### src/rtl/maxpool_2x2_stage_if.sv
`default_nettype none
`timescale 1ns/1ps
// ============================================================================
// Module   : maxpool_2x2_stage_if
// Purpose  : Handshake bundle between the systolic array, the 2x2 max-pool
//            stage and the OFM RAM writer.
// Revision : 1.0 - initial release
// ============================================================================
interface maxpool_2x2_stage_if #(
    parameter int SYSTOLIC_SIZE = 16,
    parameter int DATA_WIDTH    = 8,
    parameter int ADDR_WIDTH    = 12
);
    localparam int c_IN_W  = SYSTOLIC_SIZE * 2 * DATA_WIDTH;
    localparam int c_OUT_W = (SYSTOLIC_SIZE / 2) * 2 * DATA_WIDTH;

    logic                  start;
    logic                  in_valid;
    logic                  in_ready;
    logic [c_IN_W-1:0]     in_data;
    logic                  out_valid;
    logic                  out_ready;
    logic [c_OUT_W-1:0]    out_data;
    logic [ADDR_WIDTH-1:0] out_addr;
    logic                  done;

    // Producer/consumer side: drives start, input segments and out_ready.
    modport master (
        output start,
        output in_valid,
        input  in_ready,
        output in_data,
        input  out_valid,
        output out_ready,
        input  out_data,
        input  out_addr,
        input  done
    );

    // Pooling stage side.
    modport slave (
        input  start,
        input  in_valid,
        output in_ready,
        input  in_data,
        output out_valid,
        input  out_ready,
        output out_data,
        output out_addr,
        output done
    );
endinterface
`default_nettype wire

### src/rtl/maxpool_2x2_stage.sv
`default_nettype none
`timescale 1ns/1ps
// ============================================================================
// Module   : maxpool_2x2_stage
// Purpose  : Signed 2x2 / stride-2 max pooling between the systolic array and
//            the OFM RAM. Even rows are pre-pooled horizontally into a one-row
//            line buffer; odd rows combine with it and emit an addressed beat.
// Options  : define MAXPOOL_RELU_EN to clamp negative pooled lanes to zero.
// Revision : 1.0 - initial release
// ============================================================================
module maxpool_2x2_stage #(
    parameter int SYSTOLIC_SIZE = 16,
    parameter int DATA_WIDTH    = 8,
    parameter int OFM_SIZE      = 32,
    parameter int NO_FILTER     = 16,
    parameter int ADDR_WIDTH    = 12
) (
    input  wire logic              clk,
    input  wire logic              rst_n,
    maxpool_2x2_stage_if.slave     bus
);

    localparam int c_EW        = 2 * DATA_WIDTH;
    localparam int c_LANES_OUT = SYSTOLIC_SIZE / 2;
    localparam int c_OW        = c_LANES_OUT * c_EW;
    localparam int c_SEGS      = OFM_SIZE / SYSTOLIC_SIZE;
    localparam int c_HALF      = OFM_SIZE / 2;
    localparam int c_HALF_SQ   = c_HALF * c_HALF;
    localparam int c_SEG_W     = (c_SEGS > 1) ? $clog2(c_SEGS) : 1;
    localparam int c_ROW_W     = $clog2(OFM_SIZE);
    localparam int c_FILT_W    = (NO_FILTER > 1) ? $clog2(NO_FILTER) : 1;

    // Elaboration-time guards on the geometry the datapath relies on.
    if (SYSTOLIC_SIZE % 2 != 0) begin : g_bad_systolic
        $error("maxpool_2x2_stage: SYSTOLIC_SIZE must be even");
    end
    if ((OFM_SIZE % 2 != 0) || (OFM_SIZE % SYSTOLIC_SIZE != 0)) begin : g_bad_ofm
        $error("maxpool_2x2_stage: OFM_SIZE must be even and a multiple of SYSTOLIC_SIZE");
    end
    if ((2 ** ADDR_WIDTH) < (c_HALF_SQ * NO_FILTER)) begin : g_bad_addr
        $error("maxpool_2x2_stage: ADDR_WIDTH too small for the pooled map");
    end

    typedef enum logic [1:0] {
        S_IDLE  = 2'd0,
        S_RUN   = 2'd1,
        S_FLUSH = 2'd2
    } state_t;

    state_t                r_state;
    logic [c_SEG_W-1:0]    r_seg;
    logic [c_ROW_W-1:0]    r_row;
    logic [c_FILT_W-1:0]   r_filt;
    logic                  r_out_valid;
    logic [c_OW-1:0]       r_out_data;
    logic [ADDR_WIDTH-1:0] r_out_addr;
    logic                  r_done;

    logic [c_OW-1:0]       r_linebuf [c_SEGS];

    logic                  w_in_ready;
    logic                  w_accept;
    logic                  w_seg_last;
    logic                  w_row_last;
    logic                  w_filt_last;
    logic [c_OW-1:0]       w_lb_entry;
    logic [c_OW-1:0]       w_h_bus;
    logic [c_OW-1:0]       w_pool_bus;
    logic [ADDR_WIDTH-1:0] w_addr;

    // A new segment may enter whenever the output register is free or is
    // being drained this very cycle, which gives bubble-free streaming.
    assign w_in_ready  = (r_state == S_RUN) && (!r_out_valid || bus.out_ready);
    assign w_accept    = bus.in_valid && w_in_ready;

    assign w_seg_last  = (r_seg  == c_SEG_W'(c_SEGS - 1));
    assign w_row_last  = (r_row  == c_ROW_W'(OFM_SIZE - 1));
    assign w_filt_last = (r_filt == c_FILT_W'(NO_FILTER - 1));

    assign w_lb_entry  = r_linebuf[r_seg];

    assign w_addr = ADDR_WIDTH'(32'(r_filt) * 32'(c_HALF_SQ)
                              + 32'(r_row >> 1) * 32'(c_HALF)
                              + 32'(r_seg) * 32'(c_LANES_OUT));

    for (genvar j = 0; j < c_LANES_OUT; j++) begin : g_lane
        logic signed [c_EW-1:0] w_a;
        logic signed [c_EW-1:0] w_b;
        logic signed [c_EW-1:0] w_h;
        logic signed [c_EW-1:0] w_l;
        logic signed [c_EW-1:0] w_m;
        logic signed [c_EW-1:0] w_p;

        assign w_a = bus.in_data[(2 * j) * c_EW +: c_EW];
        assign w_b = bus.in_data[(2 * j + 1) * c_EW +: c_EW];
        assign w_h = (w_a >= w_b) ? w_a : w_b;
        assign w_l = w_lb_entry[j * c_EW +: c_EW];
        assign w_m = (w_h >= w_l) ? w_h : w_l;
`ifdef MAXPOOL_RELU_EN
        assign w_p = w_m[c_EW-1] ? '0 : w_m;
`else
        assign w_p = w_m;
`endif
        assign w_h_bus[j * c_EW +: c_EW]    = w_h;
        assign w_pool_bus[j * c_EW +: c_EW] = w_p;
    end

    // Line buffer content is don't-care after reset, so it carries no reset.
    always_ff @(posedge clk) begin
        if (w_accept && !r_row[0]) begin
            r_linebuf[r_seg] <= w_h_bus;
        end
    end

    always_ff @(posedge clk) begin
        if (rst_n) begin
            r_state     <= S_IDLE;
            r_seg       <= '0;
            r_row       <= '0;
            r_filt      <= '0;
            r_out_valid <= 1'b0;
            r_out_data  <= '0;
            r_out_addr  <= '0;
            r_done      <= 1'b0;
        end else begin
            r_done <= 1'b0;
            if (r_out_valid && bus.out_ready) begin
                r_out_valid <= 1'b0;
            end

            case (r_state)
                S_IDLE: begin
                    if (bus.start) begin
                        r_state <= S_RUN;
                        r_seg   <= '0;
                        r_row   <= '0;
                        r_filt  <= '0;
                    end
                end

                S_RUN: begin
                    if (w_accept) begin
                        if (r_row[0]) begin
                            r_out_valid <= 1'b1;
                            r_out_data  <= w_pool_bus;
                            r_out_addr  <= w_addr;
                        end
                        if (w_seg_last) begin
                            r_seg <= '0;
                            if (w_row_last) begin
                                r_row <= '0;
                                if (w_filt_last) begin
                                    r_filt  <= '0;
                                    r_state <= S_FLUSH;
                                end else begin
                                    r_filt <= r_filt + c_FILT_W'(1);
                                end
                            end else begin
                                r_row <= r_row + c_ROW_W'(1);
                            end
                        end else begin
                            r_seg <= r_seg + c_SEG_W'(1);
                        end
                    end
                end

                S_FLUSH: begin
                    // The last beat of a run is always an odd row, so this
                    // waits for the writer to take that final pooled beat.
                    if (!r_out_valid || bus.out_ready) begin
                        r_state <= S_IDLE;
                        r_done  <= 1'b1;
                    end
                end

                default: begin
                    r_state <= S_IDLE;
                end
            endcase
        end
    end

    assign bus.in_ready  = w_in_ready;
    assign bus.out_valid = r_out_valid;
    assign bus.out_data  = r_out_data;
    assign bus.out_addr  = r_out_addr;
    assign bus.done      = r_done;

endmodule
`default_nettype wire

### src/flat_wrapper.sv
// flat-port wrapper written by rule: the top's interface ports become plain ports
module maxpool_2x2_stage_flat 
#(
    parameter int SYSTOLIC_SIZE = 16,
    parameter int DATA_WIDTH    = 8,
    parameter int OFM_SIZE      = 32,
    parameter int NO_FILTER     = 16,
    parameter int ADDR_WIDTH    = 12
)
  (clk, rst_n, bus_start, bus_in_valid, bus_in_ready, bus_in_data, bus_out_valid, bus_out_ready, bus_out_data, bus_out_addr, bus_done);
  maxpool_2x2_stage_if #(.SYSTOLIC_SIZE(SYSTOLIC_SIZE), .DATA_WIDTH(DATA_WIDTH), .ADDR_WIDTH(ADDR_WIDTH)) bus_i ();
  input  wire logic clk;
  input  wire logic rst_n;
  input wire logic [$bits(bus_i.start)-1:0] bus_start;
  input wire logic [$bits(bus_i.in_valid)-1:0] bus_in_valid;
  output wire logic [$bits(bus_i.in_ready)-1:0] bus_in_ready;
  input wire logic [$bits(bus_i.in_data)-1:0] bus_in_data;
  output wire logic [$bits(bus_i.out_valid)-1:0] bus_out_valid;
  input wire logic [$bits(bus_i.out_ready)-1:0] bus_out_ready;
  output wire logic [$bits(bus_i.out_data)-1:0] bus_out_data;
  output wire logic [$bits(bus_i.out_addr)-1:0] bus_out_addr;
  output wire logic [$bits(bus_i.done)-1:0] bus_done;
  assign bus_i.start = bus_start;
  assign bus_i.in_valid = bus_in_valid;
  assign bus_in_ready = bus_i.in_ready;
  assign bus_i.in_data = bus_in_data;
  assign bus_out_valid = bus_i.out_valid;
  assign bus_i.out_ready = bus_out_ready;
  assign bus_out_data = bus_i.out_data;
  assign bus_out_addr = bus_i.out_addr;
  assign bus_done = bus_i.done;
  maxpool_2x2_stage #(.SYSTOLIC_SIZE(SYSTOLIC_SIZE), .DATA_WIDTH(DATA_WIDTH), .OFM_SIZE(OFM_SIZE), .NO_FILTER(NO_FILTER), .ADDR_WIDTH(ADDR_WIDTH)) u_core (.clk(clk), .rst_n(rst_n), .bus(bus_i));
endmodule
### config.mk
export PLATFORM = sky130hd
export DESIGN_NAME = maxpool_2x2_stage_flat
export DESIGN_NICKNAME = d
export VERILOG_FILES = /design/src/rtl/maxpool_2x2_stage_if.sv /design/src/rtl/maxpool_2x2_stage.sv /design/src/flat_wrapper.sv
export SDC_FILE = /design/constraint.sdc
export NUM_CORES = 1
export LEC_CHECK = 0
export CORE_MARGIN = 2
export CORE_UTILIZATION = 50
export DETAILED_ROUTE_END_ITERATION = 8
export DONT_BUFFER_PORTS = 1
export PLACE_DENSITY_LB_ADDON = 0.3
export SKIP_CTS_REPAIR_TIMING = 1
export SYNTH_ARGS = -nofsm -noshare
export SYNTH_HDL_FRONTEND = slang
export SYNTH_SLANG_ARGS = --single-unit
### constraint.sdc
create_clock -name clk -period 16.9 [get_ports clk]
set_input_delay 0 -clock clk [delete_from_list [all_inputs] [get_ports clk]]
set_output_delay 0 -clock clk [all_outputs]
set_load 0.005 [all_outputs]
# Yosys cells after proc, flatten, opt, wreduce, memory -nomap -nowiden
# Memory sizes are Yosys's and may differ from the RTL's. A register that Yosys moved wholly into a read port is not among the register bits.
# Cells that the tools add are included.
# word_totals
regBits,154
ram_bits,256
in_bits,261
output_inout_bits,143
wordCells,103
mem_count,1
# memory_table
memory,depth,width,rd,rd_clocked_by_memory_dff,wr,line,rtl
u_core.r_linebuf,2,128,1,1,1,maxpool_2x2_stage.sv:59,logic [c_OW-1:0] r_linebuf [c_SEGS];
# classes
add_sub_neg,5
n_lt_le_gt_ge,16
n_eq_ne,10
n_mux,47
bitwise,1
reduce_logical,15
# ops
operator,n
16-bit >= comparator,16
16-bit two-way mux,16
4-bit two-way mux,5
5-bit two-way mux,4
12-bit by 4-bit adder with 12-bit output,1
12-bit by 8-bit adder with 12-bit output,1
1-bit two-way mux,12
2-bit two-way mux,6
"2-bit by 1-bit != test with 1-bit output, second input constant",5
5-bit one-hot mux with 2 select lines,1
4-bit one-hot mux with 2 select lines,1
2-bit one-hot mux with 3 select lines,1
3-bit AND reduction,2
6-bit AND reduction,1
"5-bit by 1-bit adder with 5-bit output, second input constant",1
"5-bit == test, second input constant",1
5-bit AND reduction,1
"4-bit by 1-bit adder with 4-bit output, second input constant",1
"4-bit == test, second input constant",1
1-bit logical AND,4
4-bit AND reduction,1
"2-bit by 1-bit == test with 1-bit output, second input constant",1
"2-bit == test, second input constant",1
1-bit logical NOT,2
other kinds (8),8

# Logic depth before layout (Yosys ltp)
# logic_depth
depth_word,8
depth_mapped,20
mapped_depth_nobuf,17

# Worst setup path after synthesis
# Ideal clock, no wire load.
# synth_timing
kind,register to register
start,register u_core.r_state[1]
end,"memory u_core.r_linebuf[0][0] (netlist name), enable pin"
setup_time_ps,798
arrival_time_ps,10180
required_time_ps,16102
slack_ps,5922
path_stages_with_launch,5
n_path_buf,1
period_less_slack_ps,10978
cell_sequence,dfxtp_1 clkbuf_1 nor2b_1 and3_1 nor3b_1
# synth_between
elab_chain_len,6
# synth_rtl
item,line,rtl
"start, declared",maxpool_2x2_stage.sv:50,state_t r_state;
"start signal, assigned",maxpool_2x2_stage.sv:117,r_state <= S_IDLE;
"start signal, assigned",maxpool_2x2_stage.sv:134,r_state <= S_RUN;
"start signal, assigned",maxpool_2x2_stage.sv:154,r_state <= S_FLUSH;
2-bit by 1-bit == test with 1-bit output,maxpool_2x2_stage.sv:73,assign w_in_ready = (r_state == S_RUN) && (!r_out_valid || bus.out_ready);
1-bit logical AND,maxpool_2x2_stage.sv:73,
1-bit logical AND,maxpool_2x2_stage.sv:74,assign w_accept = bus.in_valid && w_in_ready;
1-bit logical AND,maxpool_2x2_stage.sv:110,if (w_accept && !r_row[0]) begin
1-bit two-way mux,maxpool_2x2_stage.sv:110,
1-bit two-way mux (implied by the code),maxpool_2x2_stage.sv:111,r_linebuf[r_seg] <= w_h_bus;
"end, declared",maxpool_2x2_stage.sv:59,
# Every way passes these cells.

# Worst setup path after layout
# layout_timing
start,input port bus_in_data[85]
end,"register u_core.r_out_data[40], in the netlist u_core.bus.out_data[40]"
# layout_between
elab_chain_len,4
# layout_rtl
item,line,rtl
"start, declared",flat_wrapper.sv:17,input wire logic [$bits(bus_i.in_data)-1:0] bus_in_data;
16-bit >= comparator,maxpool_2x2_stage.sv:96,assign w_h = (w_a >= w_b) ? w_a : w_b;
16-bit two-way mux,maxpool_2x2_stage.sv:96,
named net u_core.g_lane[2].w_h[10],maxpool_2x2_stage.sv:89,logic signed [c_EW-1:0] w_h;
16-bit >= comparator,maxpool_2x2_stage.sv:98,assign w_m = (w_h >= w_l) ? w_h : w_l;
16-bit two-way mux,maxpool_2x2_stage.sv:98,
"end signal, assigned",maxpool_2x2_stage.sv:145,r_out_data <= w_pool_bus;
"end, declared",maxpool_2x2_stage.sv:55,logic [c_OW-1:0] r_out_data;
# The timed path passes the listed nets, and every way through them passes these cells.
# A chain may end at the register's enable or synchronous reset.

==> impl_metrics.py <==
metrics = {
    "synthesis": {
        "postSynthAreaPerCell_um2": 10.7,
        "yosysSeqAreaShare_pct": 44.7,
        "synthDistinctLibCells": 75,
        "synth_edf_count": 256,
        "ys_ff_latch": 408,
        "async_reset_ff_share_pct": 0,
        "yosys_warnings": 0,
        "synth_ff_type": "edfxtp_1",
        "synth_cells": 2236,
        "syn-cell-area_um2": 24000,
    },
    "global_route": {
        "grt_pass1_vias": 17900,
        "antenna_found_initial": 0,
        "track_usage_pct": 24.0,
        "grt.overflow.total": 0,
        "grt_max_degree": 120,
        "grt_pass1_wl_mm": 95.6,
    },
    "sta": {
        "setup_slack_ns": 11.58,
        "holdWs_ns": -0.0228,
        "rsz0062_at_grt": "no",
        "post-route-period-util_pct": 31.5,
        "setup_viol": 0,
        "min_period_ns": 5.32,
        "fin_setup_tns_ns": 0,
        "finClkSkew_ns": 0.0249,
        "slew_viol_final": 0,
        "relSlewSlack_pct": 11.4,
        "hold_violations": 3,
        "fmaxAchievable_ghz": 0.188,
        "tightest_slew_ns": 1.33,
    },
    "run_status": {
        "status": "finished with violations",
        "failed_checks": "negative hold slack",
    },
    "setup_path": {
        "rrSetupSlack_ns": 11.87,
        "critPathKind": "in2reg",
        "critPathLaunchType": "input port",
        "crit_fanout": 18,
        "r2r_cells": 11,
        "cp-end-kind": "register",
        "cp_data_required_time_ns": 17.35,
        "r2r_end": "u_core.bus.out_data[8]",
        "arrival_ns": 5.77,
    },
    "power_and_ir_drop": {
        "p_leak_nw": 12.3,
        "power_mw": 2.73,
        "p_per_area_nw_per_um2": 93.9,
        "vdd_drop_max_uv": 74.4,
    },
    "clocking": {
        "h-tree-depth": 2,
        "clockRootBuffer": "clkbuf_16",
        "clk_pin_slew_worst_paths_ns": 0.06,
        "cts_buffer_depth": 3,
        "cts_num_sinks": 408,
        "cts_tree": "done",
        "numCtsBuffers": 46,
        "insertion_delay_ns": 0.58,
    },
    "placed_design": {
        "placedCellCount": 2759,
        "dpl.hpwl_mm": 43.4,
        "io_buffers": 0,
        "gp_congestion": 0.923,
        "dp_slack_ns": 11.03,
    },
    "die": {
        "num_rows": 80,
        "dieHeight_um": 223,
        "coreArea_um2": 47500,
        "start_util_pct": 50.5,
        "die_area_um2": 49800,
        "fp.dieW_um": 223,
        "io_pins": 404,
    },
    "run": {
        "max-cap-violations": 0,
    },
    "worst_hold_path": {
        "holdPathStages": 2,
        "hp-class": "in2reg",
        "hold_end": "u_core.r_linebuf[1][67]",
        "worstHoldStart": "bus_in_data[147]",
    },
    "drt": {
        "dr.pass1.iters": 5,
        "vias": 19400,
        "routedWlPerCell_um": 21.3,
        "wirelength_mm": 67.0,
        "viasPerCell": 6.17,
        "drc": 0,
        "antenna_left": 0,
        "drt_iter0_drc": 1457,
    },
    "cells_and_area": {
        "area_delta_synth_final_pct": 20.8,
        "nets": 3007,
        "antennaDiodeCount": 0,
        "fin_cells": 3139,
        "drive_above_1_share_pct": 8.24,
        "fill_cells": 3703,
    },
}
[worst max-delay path by stage]
| stage | startpoint | slack (ns) | depth (start not counted) | end |
|---|---|---|---|---|
| finish | bus_in_data[85] | 11.58 | 16 | u_core.bus.out_data[40] |
| global placement | bus_in_data[87] | 11.32 | 16 | u_core.bus.out_data[41] |
| CTS | bus_in_data[93] | 11.65 | 16 | u_core.bus.out_data[40] |
| global route | bus_in_data[87] | 11.28 | 16 | u_core.bus.out_data[34] |
| detailed placement | bus_in_data[93] | 11.03 | 16 | u_core.bus.out_data[45] |
| floorplan | u_core.r_state[1] | 5.92 | 4 | u_core.r_linebuf[0][0] |
[state kept, by name (all words and copies together) (netlist names), named ones only]
signal,count
u_core.r_linebuf,256
u_core.bus.out_data,128
u_core.bus.out_addr,9
u_core.r_row,5
u_core.r_filt,4
u_core.r_state,2
u_core.bus.done,1
u_core.bus.out_valid,1
u_core.r_seg,1
[Yosys cell counts (all sizes together) (12+ instances only)]
cell / n / area share (%)
nor2: 64 / 1.0
and3: 111 / 2.9
a32o: 16 / 0.67
inv: 167 / 2.6
nor4: 17 / 0.44
a31o: 16 / 0.58
o21ai: 71 / 1.5
mux2i: 136 / 5.7
nand2b: 12 / 0.31
nor2b: 20 / 0.52
nand3: 38 / 0.79
nand2: 128 / 2.0
nand4: 47 / 1.3
a211oi: 30 / 0.94
o211ai: 27 / 0.84
nor3: 79 / 1.7
dfxtp: 152 / 13
a311oi: 17 / 0.62
a21o: 43 / 1.3
clkbuf: 93 / 1.5
edfxtp: 256 / 32
a31oi: 23 / 0.60
buf: 25 / 0.58
a221o: 50 / 2.1
a21oi: 130 / 2.7
and2: 23 / 0.60
a211o: 38 / 1.4
mux2: 83 / 4.3
ha: 259 / 13
[logic make-up (layout without fill, tap and decap cells)]
family | Yosys count | count (layout) | synth area share, %
adder cells (fa/ha/maj) | 259 | 259 | 13.5
AND/OR/NAND/NOR | 556 | 556 | 12.0
buffers and inverters | 286 | 572 | 4.66
AO/OA/AOI/OAI | 504 | 504 | 14.9
XOR/XNOR | 3 | 3 | 0.109
multiplexers | 219 | 219 | 10.1
other | 1 | 3 | 0.0156
flip-flops | 408 | 408 | 44.7
[layout make-up]
cell class	instances	area, um2	share of cell area [%]
clock buffer	72	1360	4.69
sequential	408	10700	37.0
clock inverter	13	155	0.535
inverter	168	632	2.18
multi-input combinational	1544	12200	42.1
tap	615	769	2.65
timing repair buffer	319	3150	10.9
[layout by cell type (no fill, tap or decap), types with 12 or more instances in the layout]
| cell | instances |
|---|---|
| o21ai_0 | 68 |
| nor4_1 | 17 |
| a211o_1 | 38 |
| a32o_1 | 16 |
| a31oi_1 | 23 |
| nor2b_1 | 20 |
| a211oi_1 | 30 |
| nand3_1 | 38 |
| a21o_1 | 43 |
| mux2_2 | 53 |
| ha_1 | 259 |
| inv_1 | 167 |
| dfxtp_1 | 151 |
| and2_1 | 22 |
| nand2_1 | 126 |
| nor3_1 | 77 |
| a221o_1 | 50 |
| mux2i_1 | 132 |
| and3_1 | 111 |
| a21oi_1 | 128 |
| a31o_2 | 16 |
| nand2b_1 | 12 |
| nor2_1 | 63 |
| mux2_4 | 29 |
| edfxtp_1 | 256 |
| clkbuf_1 | 17 |
| a311oi_1 | 17 |
| nand4_1 | 46 |
| dlygate4sd3_1 | 294 |
| o211ai_1 | 27 |
| clkbuf_16 | 48 |
| buf_4 | 24 |
[worst max-delay path: stages]
cell and delay [ns]:
inv_1 0.02, ha_1 0.29, a21oi_1 0.17, o21ai_0 0.12, a221o_1 0.36, nor3_1 0.34, mux2i_2 1.05, mux2_2 0.45
ha_1 0.31, and3_1 0.18, a221o_1 0.31, a21oi_1 0.16, o21ai_0 0.11, mux2i_1 0.82, a21oi_1 0.64, a211o_1 0.44
[per-stage QoR]
step | utilization [%] | area, um2 | hold WS (ns)
after floorplan | - | 24000 | 0.171
after CTS | 54.8 | 26000 | -0.506
final | 61.0 | 29000 | -0.0228
after global placement | 51.6 | 24500 | 0.123
after detailed placement | 51.6 | 24500 | 0.125
after global routing | 61.0 | 29000 | 0.00340
[metal layers]
| metal | up-vias | track usage (%) | part of all wire [%] | wire, um |
|---|---|---|---|---|
| met5 | - | 0 | 0 | 0 |
| li1 | 9044 | - | - | - |
| met4 | 0 | 9.81 | 3.3 | 2230 |
| met1 | 9405 | 29.6 | 40 | 27100 |
| met2 | 744 | 40.7 | 49 | 32800 |
| met3 | 165 | 5.62 | 7.3 | 4860 |
[power breakdown]
part / internal [mW] / switching (mW) / total [mW]
Clock: 0.599 / 0.398 / 0.997
Combinational: 0.266 / 0.332 / 0.598
Sequential: 1.11 / 0.0173 / 1.13
Note: power is estimated with default switching activity, not from simulation.
